**src/rtl/dmem_arb_pkg.sv**
```systemverilog
// Shared definitions for the data-memory port arbiter: response owner encoding,
// conflict counter ceiling and the write-enable helper.
package dmem_arb_pkg;

  typedef enum logic [1:0] {
    RSP_NONE = 2'd0,
    RSP_CPU  = 2'd1,
    RSP_HOST = 2'd2
  } rsp_owner_e;

  localparam logic [15:0] CONFLICT_MAX = 16'hFFFF;

  // Byte enables presented to the RAM: strobes for a write, nothing for a read.
  function automatic logic [3:0] eff_we(input logic we, input logic [3:0] wstrb);
    return we ? wstrb : 4'b0000;
  endfunction

endpackage

```
**src/rtl/dmem_port_arbiter_starve_counter.sv**
```systemverilog
// Bounded counter of consecutive CPU grants taken while the host waits.
// Clear wins over increment; the count holds at STARVE_MAX.
module starve_counter
  import dmem_arb_pkg::*;
#(
  parameter int STARVE_MAX = 8
) (
  input  logic clk,
  input  logic rst_n,
  input  logic inc,
  input  logic clr,
  output logic at_max
);

  localparam logic [7:0] MAX_L = 8'(STARVE_MAX);

  logic [7:0] cnt_q;
  logic [7:0] cnt_d;

  always_comb begin
    cnt_d = cnt_q;
    if (clr) begin
      cnt_d = 8'd0;
    end else if (inc && (cnt_q != MAX_L)) begin
      cnt_d = cnt_q + 8'd1;
    end
  end

  always_ff @(posedge clk) begin
    if (!rst_n) begin
      cnt_q <= 8'd0;
    end else begin
      cnt_q <= cnt_d;
    end
  end

  assign at_max = (cnt_q == MAX_L);

endmodule

```
**src/rtl/dmem_port_arbiter.sv**
```systemverilog
// Arbitrates the single-port data RAM between the CPU load/store unit and the
// AXI-Lite host port, with CPU priority bounded by a starvation counter.
module dmem_port_arbiter
  import dmem_arb_pkg::*;
#(
  parameter int ADDR_W     = 12,
  parameter int STARVE_MAX = 8
) (
  input  logic              S_AXI_ACLK,
  input  logic              S_AXI_ARESETN,
  input  logic              cpu_running,
  input  logic              cpu_req_valid,
  output logic              cpu_req_ready,
  input  logic              cpu_req_we,
  input  logic [ADDR_W-1:0] cpu_req_addr,
  input  logic [31:0]       cpu_req_wdata,
  input  logic [3:0]        cpu_req_wstrb,
  output logic              cpu_rsp_valid,
  output logic [31:0]       cpu_rsp_rdata,
  input  logic              host_req_valid,
  output logic              host_req_ready,
  input  logic              host_req_we,
  input  logic [ADDR_W-1:0] host_req_addr,
  input  logic [31:0]       host_req_wdata,
  input  logic [3:0]        host_req_wstrb,
  output logic              host_rsp_valid,
  output logic [31:0]       host_rsp_rdata,
  output logic              mem_en,
  output logic [3:0]        mem_we,
  output logic [ADDR_W-1:0] mem_addr,
  output logic [31:0]       mem_wdata,
  input  logic [31:0]       mem_rdata,
  output logic [15:0]       conflict_cnt
);

  logic              at_max;
  logic              host_wins;
  logic              host_grant;
  logic              cpu_grant;
  logic              sel_we;
  logic [3:0]        sel_wstrb;
  logic [ADDR_W-1:0] sel_addr;
  logic [31:0]       sel_wdata;
  logic              starve_inc;
  logic              starve_clr;

  rsp_owner_e        rsp_owner_q, rsp_owner_d;
  logic              rsp_is_read_q, rsp_is_read_d;
  logic [15:0]       conflict_q, conflict_d;

  // Grants are suppressed while reset is asserted so every output reads 0.
  always_comb begin
    host_wins  = !cpu_running || !cpu_req_valid || at_max;
    host_grant = S_AXI_ARESETN && host_wins && host_req_valid;
    cpu_grant  = S_AXI_ARESETN && !host_wins && cpu_req_valid;

    sel_we    = host_grant ? host_req_we    : cpu_req_we;
    sel_wstrb = host_grant ? host_req_wstrb : cpu_req_wstrb;
    sel_addr  = host_grant ? host_req_addr  : cpu_req_addr;
    sel_wdata = host_grant ? host_req_wdata : cpu_req_wdata;

    cpu_req_ready  = cpu_grant;
    host_req_ready = host_grant;

    mem_en    = 1'b0;
    mem_we    = 4'b0000;
    mem_addr  = '0;
    mem_wdata = '0;
    if (host_grant || cpu_grant) begin
      // A write with no strobes is acknowledged but never reaches the RAM.
      mem_en    = !(sel_we && (sel_wstrb == 4'b0000));
      mem_we    = eff_we(sel_we, sel_wstrb);
      mem_addr  = sel_addr;
      mem_wdata = sel_wdata;
    end

    starve_inc = cpu_grant && host_req_valid;
    starve_clr = host_grant || !host_req_valid;
  end

  starve_counter #(
    .STARVE_MAX(STARVE_MAX)
  ) u_starve (
    .clk   (S_AXI_ACLK),
    .rst_n (S_AXI_ARESETN),
    .inc   (starve_inc),
    .clr   (starve_clr),
    .at_max(at_max)
  );

  always_comb begin
    rsp_owner_d   = RSP_NONE;
    rsp_is_read_d = 1'b0;
    if (cpu_grant) begin
      rsp_owner_d   = RSP_CPU;
      rsp_is_read_d = !cpu_req_we;
    end else if (host_grant) begin
      rsp_owner_d   = RSP_HOST;
      rsp_is_read_d = !host_req_we;
    end

    conflict_d = conflict_q;
    if (cpu_req_valid && host_req_valid && (conflict_q != CONFLICT_MAX)) begin
      conflict_d = conflict_q + 16'd1;
    end
  end

  always_ff @(posedge S_AXI_ACLK) begin
    if (!S_AXI_ARESETN) begin
      rsp_owner_q   <= RSP_NONE;
      rsp_is_read_q <= 1'b0;
      conflict_q    <= 16'd0;
    end else begin
      rsp_owner_q   <= rsp_owner_d;
      rsp_is_read_q <= rsp_is_read_d;
      conflict_q    <= conflict_d;
    end
  end

  // Gating with reset drops a response that was pending when reset arrived.
  always_comb begin
    cpu_rsp_valid  = S_AXI_ARESETN && (rsp_owner_q == RSP_CPU);
    host_rsp_valid = S_AXI_ARESETN && (rsp_owner_q == RSP_HOST);
    cpu_rsp_rdata  = (cpu_rsp_valid && rsp_is_read_q) ? mem_rdata : 32'd0;
    host_rsp_rdata = (host_rsp_valid && rsp_is_read_q) ? mem_rdata : 32'd0;
    conflict_cnt   = S_AXI_ARESETN ? conflict_q : 16'd0;
  end

endmodule

```
**config.mk**
```make
export PLATFORM = sky130hd
export DESIGN_NAME = dmem_port_arbiter
export DESIGN_NICKNAME = d
export VERILOG_FILES = /design/src/rtl/dmem_arb_pkg.sv /design/src/rtl/dmem_port_arbiter_starve_counter.sv /design/src/rtl/dmem_port_arbiter.sv
export SDC_FILE = /design/constraint.sdc
export NUM_CORES = 1
export LEC_CHECK = 0
export CAP_MARGIN = 0
export CORE_MARGIN = 2
export CORE_UTILIZATION = 25
export CTS_CLUSTER_SIZE = 24
export DETAILED_ROUTE_END_ITERATION = 10
export DONT_BUFFER_PORTS = 1
export GPL_TIMING_DRIVEN = 1
export PLACE_DENSITY_LB_ADDON = 0.08
export SLEW_MARGIN = 20
export SYNTH_ARGS = -nofsm -noshare
export SYNTH_HDL_FRONTEND = slang
export SYNTH_HIERARCHICAL = 1
export SYNTH_SLANG_ARGS = --single-unit
```
**constraint.sdc**
```tcl
create_clock -name S_AXI_ACLK -period 3.85 [get_ports S_AXI_ACLK]
set_input_delay 0.77 -clock S_AXI_ACLK [delete_from_list [all_inputs] [get_ports S_AXI_ACLK]]
set_output_delay 0.77 -clock S_AXI_ACLK [all_outputs]
set_load 0.01 [all_outputs]
```
---- Yosys cells after proc, flatten, opt, wreduce, memory -nomap -nowiden ----
Index checks and enable logic that the tools add are counted.
word-level totals
  memory bits (writable) .................. 0
  latch bits .............................. 0
  memories ................................ 0
  output and inout bits ................... 133
  bits in registers ....................... 27
  bits of input ports ..................... 135
  word-level logic and storage cells ...... 56
  bits in read-only memories .............. 0
cells by class
  bitwise gates (word level) .............. 1
  divide/modulo/power cells ............... 0
  shifts and indexed selects .............. 0
  $mul .................................... 0
  magnitude comparators ................... 0
  $add $sub $neg .......................... 2
  eq/ne operators ......................... 5
  muxes and demuxes ....................... 16
  reductions and logical operators ........ 27
operators with widths
  operator               count
  $mux 32                4
  $mux 12                2
  $add 16x1->16 const B  1
  $mux 16                1
  $ne 16x16->1 const B   1
  $logic_and 1x1->1      13
  $mux 4                 3
  $add 8x1->8 const B    1
  $eq 8x4->1 const B     1
  $ne 8x4->1 const B     1
  $logic_not 1->1        7
  $mux 1                 5
  $logic_not 4->1        1
  $logic_or 1x1->1       4
  $reduce_or 2->1        2
  $eq 2x1->1 const B     1
  $eq 2x2->1 const B     1
  $mux 2                 1
  $not 1->1              1

---- Logic depth before layout (Yosys ltp) ----
Gate-level depths: netlist of run 1.
  depth after elaboration ................. 10
  depth in mapped cells ................... 11

---- Modules after synthesis ----
Netlist of run 1, hierarchy kept.
by module, submodules not included
  module             sequential area each (um^2)  area each (um^2)  cells an instance  instances
  dmem_port_arbiter  380.4                        2050.7            273                1
  starve_counter     160.2                        425.4             47                 1

---- Worst setup path before layout of run 1 ----
Ideal clock, no wire load.
  path type ............................... reg2out
  start point ............................. reg u_starve.cnt_q[0]
  end point ............................... out mem_addr[0]
  required time ........................... 3.080 ns
  slack ................................... 1.042 ns
  stages on the path, launching flop included .. 11
  data arrival time ....................... 2.038 ns
  path buffers ............................ 2
  cell sequence ........................... dfxtp_1 -> inv_1 -> ha_1 -> nor4b_2 -> and2_1 -> nand3b_1 -> nand3_1 -> inv_1 -> buf_2 -> buf_1 -> a22o_1
between the ends
  word-level cells in the longest chain between the ends .. 7
  elaborated cells on any way between the ends .. 10
  those cells by class .................... eq/ne: 1; mux: 2; reduce/logical: 7
RTL lines
  what                             RTL line                                text
  from (decl)                      dmem_port_arbiter_starve_counter.sv:17  logic [7:0] cnt_q;
  from (signal assigned)           dmem_port_arbiter_starve_counter.sv:33  cnt_q <= cnt_d;
  $eq 8x4->1 (*)                   dmem_port_arbiter_starve_counter.sv:37  assign at_max = (cnt_q == MAX_L);
  net at_max                       dmem_port_arbiter.sv:36                 logic at_max;
  $logic_or 1x1->1 (*)             dmem_port_arbiter.sv:53                 host_wins = !cpu_running || !cpu_req_valid || at_max;
  $logic_not 1->1                  dmem_port_arbiter.sv:55                 cpu_grant = S_AXI_ARESETN && !host_wins && cpu_req_valid;
  $logic_and 1x1->1 (2 in series)  dmem_port_arbiter.sv:55
  $logic_or 1x1->1                 dmem_port_arbiter.sv:69                 if (host_grant || cpu_grant) begin
  $mux 12 (*)                      dmem_port_arbiter.sv:69
  to (decl)                        dmem_port_arbiter.sv:30                 output logic [ADDR_W-1:0] mem_addr,
The timed path passes the listed nets; every way through them passes the cells marked *.

---- Final worst setup path of run 1 ----
  start point ............................. reg u_starve.cnt_q[0]
  end point ............................... out mem_wdata[19]
between the ends
  word-level cells in the longest chain between the ends .. 7
  elaborated cells on any way between the ends .. 10
  those cells by class .................... eq/ne: 1; mux: 2; reduce/logical: 7
RTL lines
  what                             RTL line                                text
  $eq 8x4->1 (*)                   dmem_port_arbiter_starve_counter.sv:37
  net at_max                       dmem_port_arbiter.sv:36
  $logic_or 1x1->1 (*)             dmem_port_arbiter.sv:53
  $logic_not 1->1                  dmem_port_arbiter.sv:55
  $logic_and 1x1->1 (2 in series)  dmem_port_arbiter.sv:55
  $logic_or 1x1->1                 dmem_port_arbiter.sv:69
  $mux 32 (*)                      dmem_port_arbiter.sv:69
  to (decl)                        dmem_port_arbiter.sv:31                 output logic [31:0] mem_wdata,
Marks and branches as above.

==> results of run 1 <==
[power by group through the flow]
stage / Clock (uW) / Combinational, uW / Sequential, uW
floorplan: 0 / 89.8 / 290
global placement: 0 / 111 / 297
detailed placement: 0 / 112 / 298
CTS: 183 / 112 / 291
global route: 197 / 116 / 293
finish: 171 / 111 / 291
[final timing paths]
check / to / slack [ns] / depth (start not counted)
max reg2reg: u_starve/cnt_q[7]$_SDFFE_PP0P_ / 1.42 / 10
min: conflict_q[15]$_SDFFE_PN0P_ / 0.51 / 2
max: mem_wdata[19] / 0.56 / 9
min reg2reg: conflict_q[15]$_SDFFE_PN0P_ / 0.51 / 2
[layout make-up]
type / instances / area, sq um / share of cell area [%]
clock buffer: 3 / 41.3 / 1.57
tap: 133 / 166 / 6.33
antenna: 3 / 7.51 / 0.285
inverter: 7 / 26.3 / 0.999
sequential: 27 / 542 / 20.6
timing repair buffer: 6 / 45.0 / 1.71
clock inverter: 1 / 7.51 / 0.285
multi-input combinational: 257 / 1790 / 68.2
[state kept, by name (all words and copies together), names as in the netlist]
register / flops
conflict_q: 16
u_starve/cnt_q: 8
rsp_owner_q: 2
rsp_is_read_q: 1
[cells in the final DEF, fill, tap and decap left out, drive strengths merged, types with 2 or more instances in the layout]
master / instances
nand2b: 2
or3: 3
nand4: 12
mux2: 8
and4: 3
mux2i: 3
dfxtp: 27
nor2: 15
o21ai: 6
a22o: 44
nor3b: 2
and3: 68
o31ai: 4
or4: 4
nand3: 4
clkbuf: 3
and2: 20
inv: 7
nand2: 19
o21a: 2
xor2: 2
ha: 3
buf: 6
a32o: 4
a21oi: 15
diode: 3
a211o: 2
[layer usage]
| layer | vias up | part of all wire, % |
|---|---|---|
| met4 | 0 | 4.9 |
| li1 | 1180 | - |
| met2 | 128 | 56 |
| met5 | - | 0 |
| met3 | 20 | 6.2 |
| met1 | 1203 | 33 |
[cell families after synthesis]
kind of cell	Yosys count	share of synthesized area (%)
buffers and inverters	36	6.32
adder cells (fa/ha/maj)	3	1.52
flip-flops	27	21.8
AND/OR/NAND/NOR	159	38.7
multiplexers	11	4.85
AO/OA/AOI/OAI	82	26.1
XOR/XNOR	2	0.708
[critical path, stage by stage, from the launching register on]
cell,delay (ns)
dfxtp_1,0.36
inv_1,0.09
ha_1,0.14
nor4b_2,0.29
and2_1,0.18
nand3b_1,0.23
nand3_1,0.19
inv_1,0.11
buf_4,0.32
a22o_1,0.31
[stage by stage]
stage	cell area, sq um	setup slack (ns)	std cells	hold WS, ns
final	2630	0.559	437	0.512
after global routing	2630	0.314	437	0.555
after CTS	2620	0.556	434	0.517
after detailed placement	2570	0.895	430	0.502
after global placement	2570	0.899	430	0.490
after floorplan	2480	1.04	320	0.456
==> impl_metrics.json, run 1 <==
{
  "irDropWorstVdd_v": 0.000142,
  "hpwl_um": 9680,
  "synth_cell_types": 46,
  "area_growth_pct": 6.22,
  "rsz0062_at_grt": "false",
  "ctsHoldBuffers": 0,
  "wl_per_cell_um": 26.9,
  "drv_slew": 0,
  "final_layout_size_suffix_gt1_share_pct": 11.0,
  "rows": 36,
  "clkLatencyLatePin_ns": 0.28,
  "p_per_area_nw_per_um2": 218,
  "worstHoldStart": "conflict_q[15]$_SDFFE_PN0P_",
  "antenna_left": 0,
  "post-cts-setup-buffers": 0,
  "p_comb_share_pct": 19.3,
  "yosysTopAreaCellShare_pct": 21.8,
  "ios": 268,
  "ctsResizeCount": 0,
  "cts_buffers": 3,
  "path_class": "flip-flop to output port",
  "first_global_vias": 2465,
  "grt_max_degree": 65,
  "grt_use_total_pct": 20.4,
  "final.setup.tns_ns": 0,
  "busiest_layer": "met2",
  "utilization_pct": 27.2,
  "p_int_uw": 391,
  "cts-htree-levels": 1,
  "cp.required_ns": 3.08,
  "n_fill_cell": 1083,
  "status": "complete, no violations",
  "synth_top_cell_by_area": "dfxtp_1",
  "yosysSeqAreaShare_pct": 21.8,
  "cts-root-buf": "clkbuf_8",
  "via_per_inst": 5.79,
  "grtUsageMet3_pct": 4.72,
  "endpoint_kind": "output port",
  "hp-class": "flip-flop to flip-flop",
  "netlist_top_cells_area": "dfxtp_1, and3_1, a22o_1, and2_1, mux2_2",
  "hold_viol": 0,
  "synth_cells": 320,
  "layout.nets": 440,
  "pwr-share-seq_pct": 50.8,
  "synth-warning-count": 6,
  "synth_area_sq_um": 2480,
  "io_buffers": 0,
  "maxCapViolCount": 0,
  "period_minus_slack_ns": 3.29,
  "fp.coreArea_sq_um": 9680,
  "cts_tree": "done",
  "first_pass_iters": 5,
  "start_kind": "flip-flop",
  "clk_pin_slew_ns": 0.10,
  "routabilityCongestion": 0.929,
  "slew_headroom_pct": 34.0,
  "avgSynthCellArea_sq_um": 7.74,
  "clockBufferDepth": 2,
  "die_w_um": 104,
  "syn_nets": 458,
  "drt_iter0_drc": 130,
  "ys_ff_latch": 27,
  "tightestPinTransition_ns": 0.989,
  "route.detailed.drc": 0,
  "synth_edf_count": 0,
  "ys_top_cells_by_count": "and3_1, a22o_1, dfxtp_1",
  "finClkSkew_ns": 0.00254,
  "start_util_pct": 25.6,
  "grt_pass1_wl_um": 16700,
  "synth_flop_cell": "dfxtp_1",
  "synth.most_common_cell": "and3_1",
  "dieArea_sq_um": 10700,
  "async_flop_share_pct": 0,
  "max_clock_freq_ghz": 0.304,
  "setup_viol": 0,
  "p_clk_share_pct": 29.8,
  "cts.sinks": 27,
  "grt_use_met1_pct": 19.9,
  "met2_usage_pct": 40.1,
  "fin_crit_sh_pct": 85.5,
  "vias": 2531,
  "worstReg2RegStart": "u_starve/cnt_q[0]$_SDFFE_PP0P_",
  "finalPower_uw": 573,
  "total_leakage_power_uw": 0.00119,
  "worstPathArrival_ns": 2.52,
  "die_h_um": 104,
  "grt-ovfl-total": 0,
  "switching_share_pct": 31.8,
  "antenna_found_initial": 3,
  "startpoint": "u_starve/cnt_q[0]$_SDFFE_PP0P_",
  "wl_um": 11700,
  "p_switching_uw": 182,
  "cp_max_fo": 28
}
(Power assumes the default switching activity.)
==> inputs of run 2 (changes only) <==
--- a/config.mk
+++ b/config.mk
@@ -6,6 +6,7 @@
 export NUM_CORES = 1
 export LEC_CHECK = 0
 export CAP_MARGIN = 0
+export CORE_ASPECT_RATIO = 0.75
 export CORE_MARGIN = 2
 export CORE_UTILIZATION = 25
 export CTS_CLUSTER_SIZE = 24
==> constraint.sdc (replaced) <==
create_clock -name S_AXI_ACLK -period 4 [get_ports S_AXI_ACLK]
set_input_delay 0.8 -clock S_AXI_ACLK [delete_from_list [all_inputs] [get_ports S_AXI_ACLK]]
set_output_delay 0.8 -clock S_AXI_ACLK [all_outputs]
set_load 0.01 [all_outputs]
==> run 2 against run 1 <==
Against the previous run: die area about the same; register-to-register slack got worse by 0.54 ns; largest cell class unchanged; critical path type unchanged; highest routed layer unchanged; setup slack worse by 0.0089 ns; global-route usage is 0.60 points lower; clock power is 37% higher; total power grew 7.0%; sequential power decreased by 4%; first-iteration DRC count up 81%; count of clock-buffer cells in the layout is the same; hold slack lost 0.019 ns.
==> impl_metrics.json, run 2 (synthesis gave the netlist of run 1 again) <==
{
  "rows": 31,
  "utilization_pct": 27.4,
  "final_cell_mix": "and3_1, a22o_1, dfxtp_1, and2_1, nand2_1",
  "first_global_vias": 2309,
  "final.setup.tns_ns": 0,
  "total_leakage_power_uw": 0.00120,
  "top_register": "conflict_q",
  "hp-class": "flip-flop to flip-flop",
  "grt_max_degree": 65,
  "start_util_pct": 25.6,
  "via_per_inst": 5.89,
  "cp.required_ns": 3.20,
  "cts-htree-levels": 1,
  "maxCapViolCount": 0,
  "layout.nets": 437,
  "irDropWorstVdd_v": 0.000130,
  "p_clk_share_pct": 38.3,
  "post-cts-setup-buffers": 0,
  "path_buf_inv": 2,
  "clk_pin_slew_ns": 0.07,
  "die_w_um": 119,
  "cts.sinks": 27,
  "cts-root-buf": "clkbuf_16",
  "route.detailed.drc": 0,
  "area_growth_pct": 7.02,
  "drv_slew": 0,
  "setup_viol": 0,
  "crit_slowest_cell": "nor2_4",
  "whs_ns": 0.493,
  "status": "complete, no violations",
  "routabilityCongestion": 0.907,
  "critical_path.max_stage_delay_ns": 0.55,
  "vias": 2550,
  "worstHoldStart": "conflict_q[15]$_SDFFE_PN0P_",
  "cts_tree": "done",
  "final_common_cell": "and3_1",
  "antenna_left": 0,
  "fin_crit_sh_pct": 86.2,
  "n_fill_cell": 1056,
  "die_h_um": 90.2,
  "cts_buffers": 3,
  "grt-ovfl-total": 0,
  "tightestPinTransition_ns": 1.05,
  "wl_per_cell_um": 26.1,
  "worstReg2RegStart": "u_starve/cnt_q[0]$_SDFFE_PP0P_",
  "startpoint": "u_starve/cnt_q[0]$_SDFFE_PP0P_",
  "pwr-share-seq_pct": 45.7,
  "switching_share_pct": 28.2,
  "endpoint_kind": "output port",
  "p_int_uw": 440,
  "ctsResizeCount": 0,
  "max_clock_freq_ghz": 0.290,
  "dieArea_sq_um": 10700,
  "io_buffers": 0,
  "first_pass_iters": 4,
  "antenna_found_initial": 3,
  "largest_register_ffs": 16,
  "start_kind": "flip-flop",
  "top_regs": "conflict_q x16, u_starve/cnt_q x8, rsp_owner_q x2",
  "path_cells": "inv_1 > ha_1 > nor4b_2 > and2_1 > nand3b_1 > nor2_4 > buf_12 > a22o_1",
  "p_comb_share_pct": 16.0,
  "clockBufferDepth": 2,
  "rsz0062_at_grt": "false",
  "grt_use_total_pct": 19.8,
  "p_switching_uw": 173,
  "slew_headroom_pct": 29.8,
  "path_class": "flip-flop to output port",
  "clkLatencyLatePin_ns": 0.27,
  "p_per_area_nw_per_um2": 231,
  "ctsHoldBuffers": 0,
  "wl_um": 11300,
  "period_minus_slack_ns": 3.45,
  "drt_iter0_drc": 235,
  "fp.coreArea_sq_um": 9660,
  "worstPathArrival_ns": 2.65,
  "grt_pass1_wl_um": 15700,
  "hold_viol": 0,
  "final_layout_size_suffix_gt1_share_pct": 10.1,
  "finClkSkew_ns": 0.00413,
  "ios": 268,
  "hpwl_um": 9400,
  "path_delay_family": "simple AND/OR/NAND/NOR gates",
  "cp_max_fo": 26
}
run 2: worst register-to-register path: stages, from the launching register on:
cell and delay, ns:
dfxtp_1 0.41, inv_1 0.08, ha_1 0.20, nor4b_2 0.17, and2_1 0.15, nand3b_1 0.27, nor2_4 0.56, buf_12 0.26
and2_1 0.27, nand4_2 0.17, or3_1 0.37, a21oi_1 0.14
run 2: power groups by stage:
stage	clock [uW]	combinational, uW	sequential [uW]
2_1_floorplan	0	86.4	279
6_report	235	97.8	280
3_3_place_gp	0	97.6	286
5_1_grt	257	104	282
4_1_cts	243	99.0	280
3_5_place_dp	0	98.7	286
run 2: area by class of cell:
| class | count | area (sq um) | area share, % |
|---|---|---|---|
| diodes | 3 | 7.51 | 0.283 |
| clock buffers | 3 | 75.1 | 2.83 |
| clock inverters | 1 | 5.00 | 0.189 |
| inverters | 7 | 26.3 | 0.992 |
| multi-input cells | 257 | 1790 | 67.7 |
| flip-flops and latches | 27 | 542 | 20.4 |
| well taps | 132 | 165 | 6.23 |
| repair buffers | 3 | 35.0 | 1.32 |
run 2: metal layers:
metal	GRT usage, %	share of wire (%)
met1	21.9	38
met2	35.8	52
met3	6.15	7.8
met4	6.45	2.4
met5	0	0
run 2: path summary, 6_finish.rpt:
path / to / slack, ns / cells past startpoint
hold reg to reg: conflict_q[15]$_SDFFE_PN0P_ / 0.49 / 2
setup reg to reg: u_starve/cnt_q[7]$_SDFFE_PP0P_ / 0.88 / 11
hold / removal: conflict_q[15]$_SDFFE_PN0P_ / 0.49 / 2
setup / recovery: mem_wdata[0] / 0.55 / 8
run 2: per-stage QoR:
step	power [uW]	setup slack (ns)	std cells	cell area (sq um)
finish	613	0.551	433	2650
global route	643	0.347	432	2650
CTS	622	0.533	430	2640
detailed placement	385	0.830	426	2560
global placement	384	0.897	426	2560
floorplan	366	1.16	320	2480
